**config.mk**
```make
export PLATFORM = sky130hd
export DESIGN_NAME = crc_sender_n_flat
export DESIGN_NICKNAME = d
export VERILOG_FILES = /design/src/rtl/crc_sender_n_if.sv /design/src/rtl/crc_sender_n.sv /design/src/flat_wrapper.sv
export SDC_FILE = /design/constraint.sdc
export NUM_CORES = 1
export LEC_CHECK = 0
export CORE_MARGIN = 2
export CORE_UTILIZATION = 40
export DETAILED_ROUTE_END_ITERATION = 10
export PLACE_DENSITY = 0.83
export SETUP_SLACK_MARGIN = 0.3
export SYNTH_ARGS = -nofsm -noshare
export SYNTH_HDL_FRONTEND = slang
export SYNTH_SLANG_ARGS = --single-unit
```
**constraint.sdc**
```tcl
create_clock -name clk -period 1.7 [get_ports clk]
set_clock_uncertainty 0.15 [all_clocks]
set_input_delay 0.425 -clock clk [delete_from_list [all_inputs] [get_ports clk]]
set_output_delay 0.425 -clock clk [all_outputs]
set_load 0.01 [all_outputs]
```
**src/rtl/crc_sender_n_if.sv**
```systemverilog
// Handshake bundle between the CRC calculator, the CRC tail sender and the
// byte coder. The master side is the sender; the slave side is the
// environment that supplies the CRC and consumes the bytes.
interface crc_sender_n_if #(
  parameter int CRC_W = 16
) ();

  // CRC calculator side
  logic [CRC_W-1:0] crc;
  logic             crc_rdy;
  logic             crc_n_rst;

  // Coder side
  logic             cd_busy;
  logic             q_rdy;
  logic [7:0]       q;

  // Transfer control and status
  logic             abort;
  logic             msg_end;
  logic             busy;
  logic             overrun;

  modport master (
    input  crc,
    input  crc_rdy,
    input  cd_busy,
    input  abort,
    output crc_n_rst,
    output q_rdy,
    output q,
    output msg_end,
    output busy,
    output overrun
  );

  modport slave (
    output crc,
    output crc_rdy,
    output cd_busy,
    output abort,
    input  crc_n_rst,
    input  q_rdy,
    input  q,
    input  msg_end,
    input  busy,
    input  overrun
  );

endinterface

```
**src/rtl/crc_sender_n.sv**
```systemverilog
// CRC tail sender: captures the finished CRC from the calculator, hands it
// to the byte coder one byte at a time over the q_rdy/cd_busy handshake and
// marks the end of the message with a single msg_end pulse.
// The interface instance connected to bus must carry the same CRC_W.
module crc_sender_n #(
  parameter int               CRC_W     = 16,
  parameter bit               MSB_FIRST = 1'b1,
  parameter logic [CRC_W-1:0] XOR_OUT   = '0
) (
  input  logic           clk,
  input  logic           n_rst,
  crc_sender_n_if.master bus
);

  localparam int NB    = CRC_W / 8;
  localparam int IDX_W = $clog2(NB + 1);

  // idx reaching this value means every byte has been taken by the coder
  localparam logic [IDX_W-1:0] LAST_IDX = IDX_W'(NB);

  typedef enum logic [1:0] {
    IDLE,
    WAIT,
    SEND,
    DONE
  } state_t;

  state_t           state;
  logic [CRC_W-1:0] crc_reg;
  logic [IDX_W-1:0] idx;
  logic             crc_n_rst_r;
  logic             overrun_r;

  // Byte k of val is bits 8k+7:8k; transmission order decides which k goes
  // out for a given position in the stream. Positions past the last byte
  // are clamped so the shift stays in range even though q is masked then.
  function automatic logic [7:0] pick_byte(input logic [CRC_W-1:0] val,
                                           input logic [IDX_W-1:0] pos);
    int               sel;
    logic [CRC_W-1:0] shifted;
    if (MSB_FIRST) begin
      sel = NB - 1 - int'(pos);
    end else begin
      sel = int'(pos);
    end
    if (sel < 0) begin
      sel = 0;
    end
    shifted = val >> (8 * sel);
    return shifted[7:0];
  endfunction

  // Transfer FSM plus the registered side-band strobes to the calculator
  always_ff @(posedge clk or negedge n_rst) begin
    if (!n_rst) begin
      state       <= IDLE;
      crc_reg     <= '0;
      idx         <= '0;
      crc_n_rst_r <= 1'b1;
      overrun_r   <= 1'b0;
    end else begin
      // Both strobes are single-cycle: default back to inactive every cycle
      crc_n_rst_r <= 1'b1;
      overrun_r   <= 1'b0;

      if (bus.abort) begin
        // Abort wins over everything, including a CRC arriving this cycle
        state <= IDLE;
        idx   <= '0;
      end else begin
        // A CRC offered while a transfer is in flight is dropped and flagged
        if (bus.crc_rdy && (state != IDLE)) begin
          overrun_r <= 1'b1;
        end

        case (state)
          IDLE: begin
            if (bus.crc_rdy) begin
              crc_reg     <= bus.crc ^ XOR_OUT;
              idx         <= '0;
              crc_n_rst_r <= 1'b0;
              state       <= WAIT;
            end
          end

          WAIT: begin
            // Coder must be free before the next byte (or the end mark)
            if (!bus.cd_busy) begin
              if (idx == LAST_IDX) begin
                state <= DONE;
              end else begin
                state <= SEND;
              end
            end
          end

          SEND: begin
            // cd_busy rising while the byte is offered means it was taken
            if (bus.cd_busy) begin
              idx   <= idx + IDX_W'(1);
              state <= WAIT;
            end
          end

          DONE: begin
            idx   <= '0;
            state <= IDLE;
          end

          default: begin
            state <= IDLE;
          end
        endcase
      end
    end
  end

  // Moore outputs decoded from the registered state
  assign bus.q_rdy     = (state == SEND);
  assign bus.q         = (state == SEND) ? pick_byte(crc_reg, idx) : 8'h00;
  assign bus.msg_end   = (state == DONE);
  assign bus.busy      = (state != IDLE);
  assign bus.crc_n_rst = crc_n_rst_r;
  assign bus.overrun   = overrun_r;

endmodule

```
**src/flat_wrapper.sv**
```systemverilog
// flat-port wrapper written by rule: the top's interface ports become plain ports
module crc_sender_n_flat 
#(
  parameter int               CRC_W     = 16,
  parameter bit               MSB_FIRST = 1'b1,
  parameter logic [CRC_W-1:0] XOR_OUT   = '0
)
  (clk, n_rst, bus_crc, bus_crc_rdy, bus_cd_busy, bus_abort, bus_crc_n_rst, bus_q_rdy, bus_q, bus_msg_end, bus_busy, bus_overrun);
  crc_sender_n_if #(.CRC_W(CRC_W)) bus_i ();
  input  logic clk;
  input  logic n_rst;
  input wire logic [$bits(bus_i.crc)-1:0] bus_crc;
  input wire logic [$bits(bus_i.crc_rdy)-1:0] bus_crc_rdy;
  input wire logic [$bits(bus_i.cd_busy)-1:0] bus_cd_busy;
  input wire logic [$bits(bus_i.abort)-1:0] bus_abort;
  output wire logic [$bits(bus_i.crc_n_rst)-1:0] bus_crc_n_rst;
  output wire logic [$bits(bus_i.q_rdy)-1:0] bus_q_rdy;
  output wire logic [$bits(bus_i.q)-1:0] bus_q;
  output wire logic [$bits(bus_i.msg_end)-1:0] bus_msg_end;
  output wire logic [$bits(bus_i.busy)-1:0] bus_busy;
  output wire logic [$bits(bus_i.overrun)-1:0] bus_overrun;
  assign bus_i.crc = bus_crc;
  assign bus_i.crc_rdy = bus_crc_rdy;
  assign bus_i.cd_busy = bus_cd_busy;
  assign bus_i.abort = bus_abort;
  assign bus_crc_n_rst = bus_i.crc_n_rst;
  assign bus_q_rdy = bus_i.q_rdy;
  assign bus_q = bus_i.q;
  assign bus_msg_end = bus_i.msg_end;
  assign bus_busy = bus_i.busy;
  assign bus_overrun = bus_i.overrun;
  crc_sender_n #(.CRC_W(CRC_W), .MSB_FIRST(MSB_FIRST), .XOR_OUT(XOR_OUT)) u_core (.clk(clk), .n_rst(n_rst), .bus(bus_i));
endmodule
```
* Word-level counts from Yosys, hierarchy flattened
Index checks and enable logic that the tools add are counted.
** Storage, ports and cells
- Flip-flop bits (word level) :: 22
- Input bits :: 21
- Output and inout bits :: 13
- Logic and storage cells :: 41
** Operators by class
- Add/sub/neg operators :: 2
- Order comparisons :: 1
- Equal/unequal tests :: 7
- Shifts and indexed selects :: 1
- Multiplexer cells :: 17
- Bitwise logic cells :: 1
- Reductions and logical operators :: 7
** Operators by type and width (count)
- 16-bit by 32-bit >> shifter with 8-bit output :: 1
- 29-bit two-way mux :: 1
- 2-bit two-way mux :: 7
- 3-bit inequality test (second input constant) :: 3
- 3-bit AND reduction :: 3
- 8-bit two-way mux :: 1
- 2-bit one-hot mux with 4 select lines :: 1
- 2-bit equality test (second input constant) :: 3
- 1-bit two-way mux :: 6
- 2-bit one-hot mux with 3 select lines :: 1
- 4-bit nonzero test :: 1
- 3-bit by 1-bit less-than comparator with 1-bit output (second input constant) :: 1
- 1-bit by 2-bit subtractor with 3-bit output (first input constant) :: 1
- 2-bit by 1-bit adder with 2-bit output (second input constant) :: 1
- 2-bit by 1-bit equality test with 1-bit output (second input constant) :: 1
- 2-bit logical NOT :: 1
- 2-bit nonzero test :: 1
- 1-bit logical AND :: 1
- 1-bit NOT :: 1

* Longest topological paths before layout
- Word-level depth :: 5
- Gate-level depth with buffers :: 5

* Worst setup path before layout
Ideal clock, no wire load.
- Kind :: reg-to-output
- Start point :: register u_core.idx[0]
- End point :: output bus_q[0]
- Arrival time :: 1.259 ns
- Data required time :: 1.125 ns
- Slack :: -0.134 ns
- Cell stages (with the launch flop) :: 6
- Buffers on the path :: 1
- Path through :: dfrtp_1 > inv_1 > ha_1 > clkbuf_1 > mux2i_1 > nor2_1
** Between the ends
- Cells in the longest elaborated chain, start to end :: 5
** Ends and longest elaborated chain
- start: declaration :: line crc_sender_n.sv:30 : logic [IDX_W-1:0] idx;
- start signal: assignment :: line crc_sender_n.sv:100 : idx <= idx + IDX_W'(1);
- 1-bit by 2-bit subtractor with 3-bit output * :: line crc_sender_n.sv:42 : sel = NB - 1 - int'(pos);
- 3-bit by 1-bit less-than comparator with 1-bit output :: line crc_sender_n.sv:46 : if (sel < 0) begin
- 29-bit two-way mux * :: line crc_sender_n.sv:46
- 16-bit by 32-bit >> shifter with 8-bit output * :: line crc_sender_n.sv:49 : shifted = val >> (8 * sel);
- 8-bit two-way mux * :: line crc_sender_n.sv:120 : assign bus.q = (state == SEND) ? pick_byte(crc_reg, idx) : 8'h00;
- end: declaration :: line flat_wrapper.sv:18 : output wire logic [$bits(bus_i.q)-1:0] bus_q;
Mark *: on every way between the ends. The rest lies on a longest branch, timed or not.

* Worst setup path in the final report
- Start point :: register u_core.idx[1]
- End point :: output bus_q[5]
Same word-level chain as after synthesis.

==> results.sh <==
export IMPL_critPathLaunchType="flop"
export IMPL_finalNetCount=171
export IMPL_min_delay_path_class="in2async"
export IMPL_finalWirelength_mm=2.916
export IMPL_syn_to_final_growth_pct=71.25
export IMPL_avgViaCountPerCell=5.006
export IMPL_cp_max_fo=8
export IMPL_die_area_um2=3235
export IMPL_setup_slack_ps=-416.1
export IMPL_max_cap_violations=0
export IMPL_grt_busiest_layer="met2"
export IMPL_category_of_the_worst_setup_path_capture_point="primary output"
export IMPL_antenna_cells_inserted=0
export IMPL_synth_edff_count=0
export IMPL_drive_above_1_share_pct=62.59
export IMPL_layout_common_cells="sky130_fd_sc_hd__dfrtp_1 (21), sky130_fd_sc_hd__clkdlybuf4s50_1 (20), sky130_fd_sc_hd__buf_4 (17), sky130_fd_sc_hd__mux2_4 (16), sky130_fd_sc_hd__buf_6 (12)"
export IMPL_start_util_pct=41.27
export IMPL_synth_yosys_seq_area_share_pct=49.33
export IMPL_max_reg_flops=16
export IMPL_maximum_number_of_pins_on_one_net_before_global_route_repair=23
export IMPL_drt_pass1_iter_count=4
export IMPL_fillerInstances=206
export IMPL_grt_setup_unrepaired="true"
export IMPL_cts_tree="built"
export IMPL_holdBufCountCts=0
export IMPL_clock_insertion_delay_worst_skew_ps=300
export IMPL_delay_heaviest_family_cp="flip-flops"
export IMPL_power_density_nw_per_um2=739.7
export IMPL_cts_reportedPaths_clkPinSlew_ps=110
export IMPL_timing_fmax_ghz=0.4726
export IMPL_tritoncts_num_sinks=22
export IMPL_slew_violations=0
export IMPL_commonest_non_fill_non_tap_cell_in_the_layout="sky130_fd_sc_hd__dfrtp_1"
export IMPL_instances_no_fill=178
export IMPL_mappedNetlistNets=108
export IMPL_fp_coreArea_um2=2710
export IMPL_max_vdd_ir_drop_mv=0.5273
export IMPL_required_ps=1120
export IMPL_first_global_vias=900
export IMPL_critPathBufInv=3
export IMPL_cts_root_buffer_type="sky130_fd_sc_hd__clkbuf_4"
export IMPL_routed_wire_length_per_instance_um=16.38
export IMPL_slew_worst_pin_ps=288.7
export IMPL_grt_use_met1_pct=21.65
export IMPL_cts_made_buffers=3
export IMPL_die_w_um=56.88
export IMPL_antenna_found_initial=0
export IMPL_finalHoldViolations=0
export IMPL_portBuffers=33
export IMPL_synthCells=85
export IMPL_post_synth_instance_area_um2=1119
export IMPL_routed_via_count=891
export IMPL_htree_num_levels=1
export IMPL_cts_root_to_sink_buffers=2
export IMPL_violations_in_the_final_reports="setup timing"
export IMPL_die_h_um=56.88
export IMPL_layout_min_cycle_time_ps=2116
export IMPL_place_detailed_hpwl_mm=1.661
export IMPL_drt_antenna_violating_nets=0
export IMPL_ys_seq_elements=22
export IMPL_postLayoutCoreUtil_pct=70.68
export IMPL_commonest_register_cell_after_synthesis="sky130_fd_sc_hd__dfrtp_1"
export IMPL_met3_usage_pct=3.917
export IMPL_met2_usage_pct=33.99
export IMPL_overflow_left_after_global_routing=0
export IMPL_finalPower_uw=1417
export IMPL_path_cells="inv_2 -> ha_4 -> buf_12 -> mux2i_4 -> nor2_2 -> buf_2"
export IMPL_critical_path_slowest_cell="sky130_fd_sc_hd__dfrtp_1"
export IMPL_criticalPathCategory="reg2out"
export IMPL_dr_first_iter_drc_count=12
export IMPL_slew_limit_headroom_pct=80.69
export IMPL_post_route_period_util_pct=124.5
export IMPL_global_route_wire_length_before_repair_mm=4.471
export IMPL_static_leakage_power_uw=0.0008979
export IMPL_grt_util_all_layers_pct=18.81
export IMPL_syn_area_per_cell_um2=13.16
export IMPL_drc_errors=0
export IMPL_gp_congestion=0.7841
export IMPL_synth_lib_cells_used_distinct=23
export IMPL_placed_instances=156
export IMPL_worst_ep_arrival_time_ps=1540
export IMPL_std_cell_rows=19
export IMPL_async_flop_share_pct=100.0
export IMPL_outcome="finished with violations"
export IMPL_synth_warnings=0
export IMPL_crit_path_max_incr_delay_ps=410
export IMPL_setup_violations=27
export IMPL_io_pin_count=34
-- metal layers --
metal / up-vias / wire length [µm] / part of all wire, %
met3: 11 / 168 / 5.8
met4: 0 / 85 / 2.9
met2: 35 / 1531 / 53
met1: 425 / 1131 / 39
met5: - / 0 / 0
li1: 420 / - / -
-- Yosys cell counts, types with 2 or more instances --
cell                       instances  area share, %
sky130_fd_sc_hd__mux2_4            9             12
sky130_fd_sc_hd__ha_1              2            2.2
sky130_fd_sc_hd__nand2b_1          2            1.1
sky130_fd_sc_hd__mux2i_1           9            8.1
sky130_fd_sc_hd__inv_1             5            1.7
sky130_fd_sc_hd__buf_6             2            2.0
sky130_fd_sc_hd__o32ai_1           2            1.6
sky130_fd_sc_hd__nor2_1            9            3.0
sky130_fd_sc_hd__mux2_2            7            7.0
sky130_fd_sc_hd__xnor2_1           2            1.6
sky130_fd_sc_hd__nor3_1            2           0.89
sky130_fd_sc_hd__dfrtp_1          21             47
sky130_fd_sc_hd__clkbuf_1          2           0.67
sky130_fd_sc_hd__nor3b_1           2            1.3
-- area by class of cell --
type | instances | area, µm² | area share, %
Clock buffer | 4 | 26.28 | 1.372
Inverter | 5 | 23.77 | 1.241
Multi-Input combinational cell | 53 | 656.9 | 34.29
Sequential cell | 22 | 551.8 | 28.80
Tap cell | 31 | 38.79 | 2.025
Timing Repair Buffer | 63 | 618.1 | 32.27
-- power breakdown --
group          internal, µW  leakage (µW)  switching, µW
sequential              621      0.000267           72.3
clock                  91.5     0.0000150            141
combinational           327      0.000616            163
-- worst reg2reg max path: cells and delay by family, from the launching register on --
kind	cells	cell delay [ps]
buffers and inverters	5	680
flip-flops	1	400
multiplexers	1	300
AND/OR/NAND/NOR	1	220
-- logic make-up (layout without fill, tap and decap cells) --
logic type	count (synthesis)	after routing	synth area share (%)
adders and majority gates	2	2	2.237
AOI/OAI and AO/OA	3	3	2.349
xor gates and xnor gates	2	2	1.566
buffers and inverters	10	72	5.705
DFF	22	22	49.33
muxes	25	25	27.18
and+or+nand+nor	21	21	11.63
-- path summary, 6_finish.rpt --
check                           slack (ps)         startpoint  cells past startpoint                    to
worst min-delay path                   320              n_rst                      2    u_core.crc_reg[10]
worst max register to register        -160    u_core.state[0]                      7    u_core.crc_reg[13]
worst min register to register         370  u_core.crc_reg[6]                      1     u_core.crc_reg[6]
min in group clk                       370  u_core.crc_reg[6]                      1     u_core.crc_reg[6]
worst max-delay path                  -420      u_core.idx[1]                      6              bus_q[5]
max in group asynchronous              810              n_rst                      2  u_core.bus.crc_n_rst
-- through the flow --
stage	hold WS (ps)	worst slack [ps]	instance area [µm²]	TNS, ps
global route	306.5	-464.7	1916	-7360
CTS	308.3	-359.8	1794	-5937
detailed placement	345.9	-437.3	1590	-9755
finish	316.3	-416.1	1916	-5565
global placement	340.7	-364.7	1590	-8853
floorplan	-20.59	-46.71	1159	-420.4
-- what timing repair did --
action	4_1_cts	5_1_grt
gates cloned	1	1
gates resized for setup	86	12
endpoints found under the setup margin	33	34
setup buffers	9	7
pin swaps	10	5
hold endpoints to repair	0	0
Note: power is estimated with default switching activity, not from simulation.
